`src/rtl/cdb_broadcast.sv`:
```
// rtl/cdb_broadcast.sv - Common Data Bus stage with one holding register per FU class (optional tag check: CDB_TAG_CHECK_EN)
module cdb_broadcast #(
    parameter int NUM_FU      = 4,
    parameter int XLEN        = 32,
    parameter int ROB_TAG_LEN = 6
) (
    input  logic                          clk,
    input  logic                          reset,
    input  logic                          flush,
    input  logic                          select_flag,
    input  logic [$clog2(NUM_FU)-1:0]     select_signal,
    input  logic [NUM_FU-1:0]             fu_done,
    input  logic [NUM_FU*ROB_TAG_LEN-1:0] fu_rob_tag,
    input  logic [NUM_FU*XLEN-1:0]        fu_result,
`ifdef CDB_TAG_CHECK_EN
    input  logic [ROB_TAG_LEN-1:0]        issue_rob_tag,
    output logic                          err_tag,
`endif
    output logic                          cdb_valid,
    output logic [ROB_TAG_LEN-1:0]        cdb_tag,
    output logic [XLEN-1:0]               cdb_value,
    output logic [$clog2(NUM_FU)-1:0]     cdb_fu,
    output logic [NUM_FU-1:0]             hold_full,
    output logic                          err_underflow,
    output logic [NUM_FU-1:0]             err_overflow
);

    localparam int FU_W = $clog2(NUM_FU);
    localparam logic [FU_W-1:0] FU_LSU = '0;

    logic [NUM_FU-1:0]      hold_valid_q, hold_valid_d;
    logic [ROB_TAG_LEN-1:0] hold_tag_q   [NUM_FU];
    logic [ROB_TAG_LEN-1:0] hold_tag_d   [NUM_FU];
    logic [XLEN-1:0]        hold_value_q [NUM_FU];
    logic [XLEN-1:0]        hold_value_d [NUM_FU];
    logic [ROB_TAG_LEN-1:0] live_tag     [NUM_FU];
    logic [XLEN-1:0]        live_value   [NUM_FU];

    logic                   cdb_valid_q, cdb_valid_d;
    logic [ROB_TAG_LEN-1:0] cdb_tag_q, cdb_tag_d;
    logic [XLEN-1:0]        cdb_value_q, cdb_value_d;
    logic [FU_W-1:0]        cdb_fu_q, cdb_fu_d;
    logic                   err_underflow_q, err_underflow_d;
    logic [NUM_FU-1:0]      err_overflow_q, err_overflow_d;
`ifdef CDB_TAG_CHECK_EN
    logic                   err_tag_q, err_tag_d;
`endif

    always_comb begin
        for (int i = 0; i < NUM_FU; i++) begin
            live_tag[i]   = fu_rob_tag[i*ROB_TAG_LEN +: ROB_TAG_LEN];
            live_value[i] = fu_result[i*XLEN +: XLEN];
        end
    end

    always_comb begin
        hold_valid_d    = hold_valid_q;
        hold_tag_d      = hold_tag_q;
        hold_value_d    = hold_value_q;
        cdb_valid_d     = 1'b0;
        cdb_tag_d       = cdb_tag_q;
        cdb_value_d     = cdb_value_q;
        cdb_fu_d        = cdb_fu_q;
        err_underflow_d = err_underflow_q;
        err_overflow_d  = err_overflow_q;

        if (flush) begin
            hold_valid_d = '0;
        end else begin
            for (int i = 0; i < NUM_FU; i++) begin
                if (select_flag && (select_signal == FU_W'(i))) begin
                    // The hold is always older than the live result, so it goes first.
                    if (hold_valid_q[i]) begin
                        cdb_valid_d     = 1'b1;
                        cdb_tag_d       = hold_tag_q[i];
                        cdb_value_d     = hold_value_q[i];
                        cdb_fu_d        = FU_W'(i);
                        hold_valid_d[i] = fu_done[i];
                        if (fu_done[i]) begin
                            hold_tag_d[i]   = live_tag[i];
                            hold_value_d[i] = live_value[i];
                        end
                    end else if (fu_done[i]) begin
                        cdb_valid_d = 1'b1;
                        cdb_tag_d   = live_tag[i];
                        cdb_value_d = live_value[i];
                        cdb_fu_d    = FU_W'(i);
                    end else begin
                        err_underflow_d = 1'b1;
                    end
                end else if (fu_done[i]) begin
                    if (!hold_valid_q[i]) begin
                        hold_valid_d[i] = 1'b1;
                        hold_tag_d[i]   = live_tag[i];
                        hold_value_d[i] = live_value[i];
                    end else begin
                        err_overflow_d[i] = 1'b1;
                    end
                end
            end
        end
    end

`ifdef CDB_TAG_CHECK_EN
    always_comb begin
        err_tag_d = err_tag_q;
        if (cdb_valid_d && (cdb_tag_d != issue_rob_tag)) begin
            err_tag_d = 1'b1;
        end
    end
`endif

    always_ff @(posedge clk or negedge reset) begin
        if (!reset) begin
            hold_valid_q    <= '0;
            for (int i = 0; i < NUM_FU; i++) begin
                hold_tag_q[i]   <= '0;
                hold_value_q[i] <= '0;
            end
            cdb_valid_q     <= 1'b0;
            cdb_tag_q       <= '0;
            cdb_value_q     <= '0;
            cdb_fu_q        <= FU_LSU;
            err_underflow_q <= 1'b0;
            err_overflow_q  <= '0;
`ifdef CDB_TAG_CHECK_EN
            err_tag_q       <= 1'b0;
`endif
        end else begin
            hold_valid_q    <= hold_valid_d;
            hold_tag_q      <= hold_tag_d;
            hold_value_q    <= hold_value_d;
            cdb_valid_q     <= cdb_valid_d;
            cdb_tag_q       <= cdb_tag_d;
            cdb_value_q     <= cdb_value_d;
            cdb_fu_q        <= cdb_fu_d;
            err_underflow_q <= err_underflow_d;
            err_overflow_q  <= err_overflow_d;
`ifdef CDB_TAG_CHECK_EN
            err_tag_q       <= err_tag_d;
`endif
        end
    end

    assign cdb_valid     = cdb_valid_q;
    assign cdb_tag       = cdb_tag_q;
    assign cdb_value     = cdb_value_q;
    assign cdb_fu        = cdb_fu_q;
    assign hold_full     = hold_valid_q;
    assign err_underflow = err_underflow_q;
    assign err_overflow  = err_overflow_q;
`ifdef CDB_TAG_CHECK_EN
    assign err_tag       = err_tag_q;
`endif

endmodule

```
`config.mk`:
```
export PLATFORM = sky130hd
export DESIGN_NAME = cdb_broadcast
export DESIGN_NICKNAME = d
export VERILOG_FILES = /design/src/rtl/cdb_broadcast.sv
export SDC_FILE = /design/constraint.sdc
export NUM_CORES = 1
export LEC_CHECK = 0
export ABC_CLOCK_PERIOD_IN_PS = 3400
export CORE_MARGIN = 2
export CORE_UTILIZATION = 30
export CTS_BUF_LIST = sky130_fd_sc_hd__clkbuf_8 sky130_fd_sc_hd__clkbuf_16
export DETAILED_ROUTE_END_ITERATION = 12
export SYNTH_ARGS = -nofsm -noshare
export SYNTH_HDL_FRONTEND = slang
export SYNTH_SLANG_ARGS = --single-unit
```
`constraint.sdc`:
```
create_clock -name clk -period 3.4 [get_ports clk]
set_clock_uncertainty 0.15 [all_clocks]
set_input_delay 0.68 -clock clk [delete_from_list [all_inputs] [get_ports clk]]
set_output_delay 0.68 -clock clk [all_outputs]
set_load 0.05 [all_outputs]
```
## Yosys cells after proc, flatten, opt, wreduce, memory -nomap -nowiden

Cells that the tools add are included.
W data, S select, Z words.

- Equality and inequality tests: 15
- Reductions and logical operators: 21
- Mux-type cells: 114
- Bitwise logic cells: 5

Operators by type and width:

| operator | number |
|---|---|
| $mux W32 | 32 |
| $mux W6 | 32 |
| $mux W1 | 37 |
| $mux W2 | 12 |
| $reduce_and A5 Y1 | 4 |
| $ne A2 B2 Y1 const B | 8 |
| $reduce_and A4 Y1 | 4 |
| $reduce_bool A3 Y1 | 4 |
| $ne A2 B1 Y1 const B | 4 |
| $reduce_bool A2 Y1 | 4 |
| $not A1 Y1 | 5 |
| $eq A2 B2 Y1 const B | 2 |
| $logic_and A1 B1 Y1 | 4 |
| $mux W4 | 1 |
| $eq A2 B1 Y1 const B | 1 |
| $logic_not A2 Y1 | 1 |

- Output and inout port bits: 50
- Register bits: 202
- Input bits: 162
- Logic and storage cells: 176

## Logic depth before layout (Yosys ltp)

- Depth in word-level cells: 13
- Gate-level depth with buffers: 8
- Mapped depth without buffers: 4

## Worst setup path before layout

Ideal clock, no wire load.

- Kind: input to register
- Start point: input select_signal[0]
- End point: register hold_value_q[100] (netlist name)
- Required time: 3.125 ns
- Arrival time: 2.114 ns
- Cell stages on the path: 8
- Path buffers: 4
- Library setup time: 0.125 ns
- Path slack: 1.011 ns
- Path through: buf_2 -> or3b_1 -> buf_6 -> xor2_1 -> nand2_2 -> buf_6 -> buf_12 -> mux2_4

- Cells in the longest elaborated chain, start to end: 4
- Elaborated cells on any way between the ends: 7
- Those cells by class: eq/ne: 2; mux: 1; reduce/logical: 4

Ends and longest elaborated chain:

| element | RTL line | source |
|---|---|---|
| start, declared | 11 | `input logic [$clog2(NUM_FU)-1:0] select_signal,` |
| $logic_not A2 Y1 * | 71 | `if (select_flag && (select_signal == FU_W'(i))) begin` |
| $logic_and A1 B1 Y1 * | 71 |  |
| $ne A2 B1 Y1 (no source line) (tied with other cells) | -- |  |
| $reduce_and A5 Y1 (no source line) | -- |  |
| end signal, assigned | 132 | `hold_value_q <= hold_value_d;` |
| end, declared | 34 | `logic [XLEN-1:0] hold_value_q [NUM_FU];` |

Every way passes the cells marked *; elsewhere a longest branch is shown, timed or not.
A chain may end at the register's enable or synchronous reset.

## Final worst setup path

- Start point: register hold_valid_q[2] (netlist: hold_full[2])
- End point: output hold_full[2]

RTL lines:

| element | RTL line | source |
|---|---|---|
| start, declared | 31 | `logic [NUM_FU-1:0] hold_valid_q, hold_valid_d;` |
| start signal, assigned | 130 | `hold_valid_q <= hold_valid_d;` |
| end, declared | 23 | `output logic [NUM_FU-1:0] hold_full,` |

No word-level cell between the ends.

==> impl_metrics.yaml <==
status:
  status: "finished, violations left"
  violations: "hold timing"
pwr:
  p_seq_share_pct: 40.6
  total_power_mw: 7.98
  powerDensity_nw_per_um2: 562
  p_switching_mw: 2.52
  p_leak_nw: 5.61
  p_sw_share_pct: 31.6
  irDropWorstVdd_mv: 0.350
  p_clk_share_pct: 31.3
  p_comb_share_pct: 28.2
  internal_power_mw: 5.46
setup_path:
  critPathKind: "reg2out"
  crit_buf_inv: 1
  crit_path_max_incr_delay_ns: 0.98
  path_depth: 1
  crit_slowest_cell: "clkdlybuf4s50_1"
  crit_path_start_kind: "flip-flop"
  rr_worst_depth: 5
  required_ns: 2.57
  cpLargestDelayFamily: "buffers and inverters"
  cp.arrival_ns: 2.30
  cp_max_fo: 24
  setup.worst_path.end_class: "primary output"
  path_cells: "clkdlybuf4s50_1"
yosys:
  yosysSeqAreaShare_pct: 46.6
  synth_flop_cell: "dfrtp_1"
  synth_area_leaders: "dfrtp_1 (47%), mux2_2 (14%), a22o_1 (6.0%), a222oi_1 (3.6%), o221ai_1 (3.1%)"
  synth_nets: 1104
  synth_area_sq_um: 10800
  yosysWarnings: 0
  synth_top_area_share_pct: 46.6
  synth_cell_type_count: 43
  synth_area_per_cell_sq_um: 11.5
  synth-async-reset-ratio_pct: 100
  yosysTopAreaCell: "dfrtp_1"
  ys_seq_elements: 202
  synth_cells: 942
  synth_edf_count: 0
detailed_routing:
  wire_per_inst_um: 24.3
  drcViolationCount: 0
  vias: 9114
  totalWireLength_um: 38700
  drtIter0Drc: 693
  viasPerCell: 5.72
  first_pass_iters: 9
  final_antenna_net_count: 0
global_routing:
  grt_pass1_vias: 9263
  antenna_found_initial: 2
  grt_overflow_total: 0
  grt_usage_pct: 20.0
  grt_pass1_wl_um: 58400
  grt_max_degree: 67
timing:
  timing.final.crit_share_pct: 91.9
  whs_ns: -0.00403
  max_slew_margin_pct: 16.5
  rsz0062_at_grt: "false"
  worst-slew-pin-transition_ns: 1.25
  tns_ns: 0
  slew_violations: 0
  hold_violations: 2
  layout_min_cycle_time_ns: 3.13
  final-setup-viol-count: 0
  max_freq_mhz: 320
floorplanning:
  ios: 212
  rows: 69
  dieArea_sq_um: 37700
  fp.dieW_um: 194
  start_util_pct: 30.5
  design.core.area_sq_um: 35600
  die_y_um: 194
placed_design:
  place_congestion: 0.771
  place_inst: 1545
  dp_hpwl_um: 25200
  port-buffer-count: 211
final_layout:
  area_growth_pct: 30.9
  n_fill_cell: 3443
  nNetsFinal: 1273
  stdcell_count: 1592
  drive_gt1_share_pct: 22.0
flow_run:
  drv_cap: 0
clock_network:
  cts_inserted_buffers: 25
  post_cts_buffers: 0
  postCtsHoldBufs: 0
  cts.reportedPaths.clkPinSlew_ns: 0.06
  cts_root_buf: "clkbuf_16"
  clk_latency_ns: 0.51
  clock_sinks: 202
  clock_path_buffers: 3
  h-tree-depth: 1
  cts_tree: "yes"
  cts_resized: 0
min_path:
  hold_class: "in2async"
==> cell usage in the layout, fill, tap and decap left out, types with 3 or more instances in the layout <==
| master | instances |
|---|---|
| a21oi_1 | 6 |
| a222oi_1 | 39 |
| a22o_1 | 74 |
| a22oi_1 | 37 |
| a41o_1 | 3 |
| buf_12 | 4 |
| buf_2 | 3 |
| buf_4 | 31 |
| clkbuf_16 | 25 |
| clkbuf_8 | 7 |
| clkdlybuf4s50_1 | 207 |
| clkinv_2 | 7 |
| dfrtp_1 | 198 |
| dfrtp_2 | 4 |
| inv_1 | 8 |
| mux2_2 | 132 |
| mux2_4 | 20 |
| nand2_1 | 47 |
| nand4b_1 | 3 |
| nor2_1 | 10 |
| nor2b_1 | 40 |
| nor2b_4 | 4 |
| nor3b_1 | 38 |
| o21ai_0 | 43 |
| o21bai_1 | 38 |
| o221ai_1 | 38 |
| o311ai_0 | 28 |
| o311ai_1 | 10 |
==> final timing paths <==
path	startpoint	end	slack, ns
setup / recovery	hold_full[2]$_DFFE_PN0P_	hold_full[2]	0.27
hold / removal	reset	cdb_value[1]$_DFFE_PN0N_	-0.004
setup reg to reg	hold_full[1]$_DFFE_PN0P_	cdb_value[2]$_DFFE_PN0N_	0.73
hold reg to reg	err_overflow[3]$_DFFE_PN0P_	err_overflow[3]$_DFFE_PN0P_	0.34
max in group asynchronous	reset	hold_tag_q[18]$_DFFE_PN0P_	2.30
min in group clk	err_overflow[3]$_DFFE_PN0P_	err_overflow[3]$_DFFE_PN0P_	0.34
==> routing by layer <==
layer / GRT usage [%] / part of all wire (%)
met4: 5.11 / 2.4
met3: 3.77 / 6.5
met5: 0 / 0.028
met1: 27.4 / 44
met2: 32.5 / 47
==> metrics by stage <==
step | hold slack [ns] | setup slack [ns] | util, % | cell area [sq um]
global placement | 0.315 | 0.0957 | 37.7 | 13400
global route | 0.0260 | 0.213 | 39.9 | 14200
floorplan | 0.234 | 1.01 | - | 10800
CTS | 0.0247 | 0.263 | 39.9 | 14200
finish | -0.00403 | 0.275 | 39.9 | 14200
detailed placement | 0.319 | 0.0856 | 37.7 | 13400
==> synth_stat cells, drive strengths merged, types with 37 or more instances <==
library cell  count
a222oi           39
a22o             74
a22oi            37
buf              38
clkbuf           66
dfrtp           202
mux2            152
nand2            49
nor2b            44
nor3b            38
o21ai            46
o21bai           38
o221ai           38
o311ai           38
==> cell type report <==
type                    instances  area [sq um]  share of cell area [%]
inverters                       2          7.51                  0.0529
clock inverters                14          61.3                   0.432
diodes                          2          5.00                  0.0353
flip-flops and latches        202          5060                    35.7
well taps                     461           577                    4.07
multi-input cells             634          5360                    37.8
repair buffers                246          2410                    17.0
clock buffers                  31           708                    4.99
==> state kept, by name (all words and copies together), names as in the netlist <==
register and count:
cdb_fu 2, cdb_tag 6, cdb_valid 1, cdb_value 32
err_overflow 4, err_underflow 1, hold_full 4, hold_tag_q 24
hold_value_q 128
==> power groups by stage <==
stage	Sequential, mW	Clock (mW)	Combinational (mW)
after global placement	3.25	0	2.22
final	3.24	2.49	2.25
after floorplan	3.56	0	1.08
after detailed placement	3.27	0	2.25
after CTS	3.23	2.56	2.26
after global routing	3.30	2.66	2.40
==> logic make-up (layout without fill, tap and decap cells) <==
logic type | count (synthesis) | in the layout | share of synthesized area, %
other | 0 | 2 | 0
AO/OA/AOI/OAI | 326 | 326 | 24.1
XOR/XNOR | 1 | 1 | 0.0808
buffers and inverters | 106 | 293 | 4.49
multiplexers | 152 | 152 | 16.5
AND/OR/NAND/NOR | 155 | 155 | 8.17
flip-flops | 202 | 202 | 46.6
(Power assumes the default switching activity.)
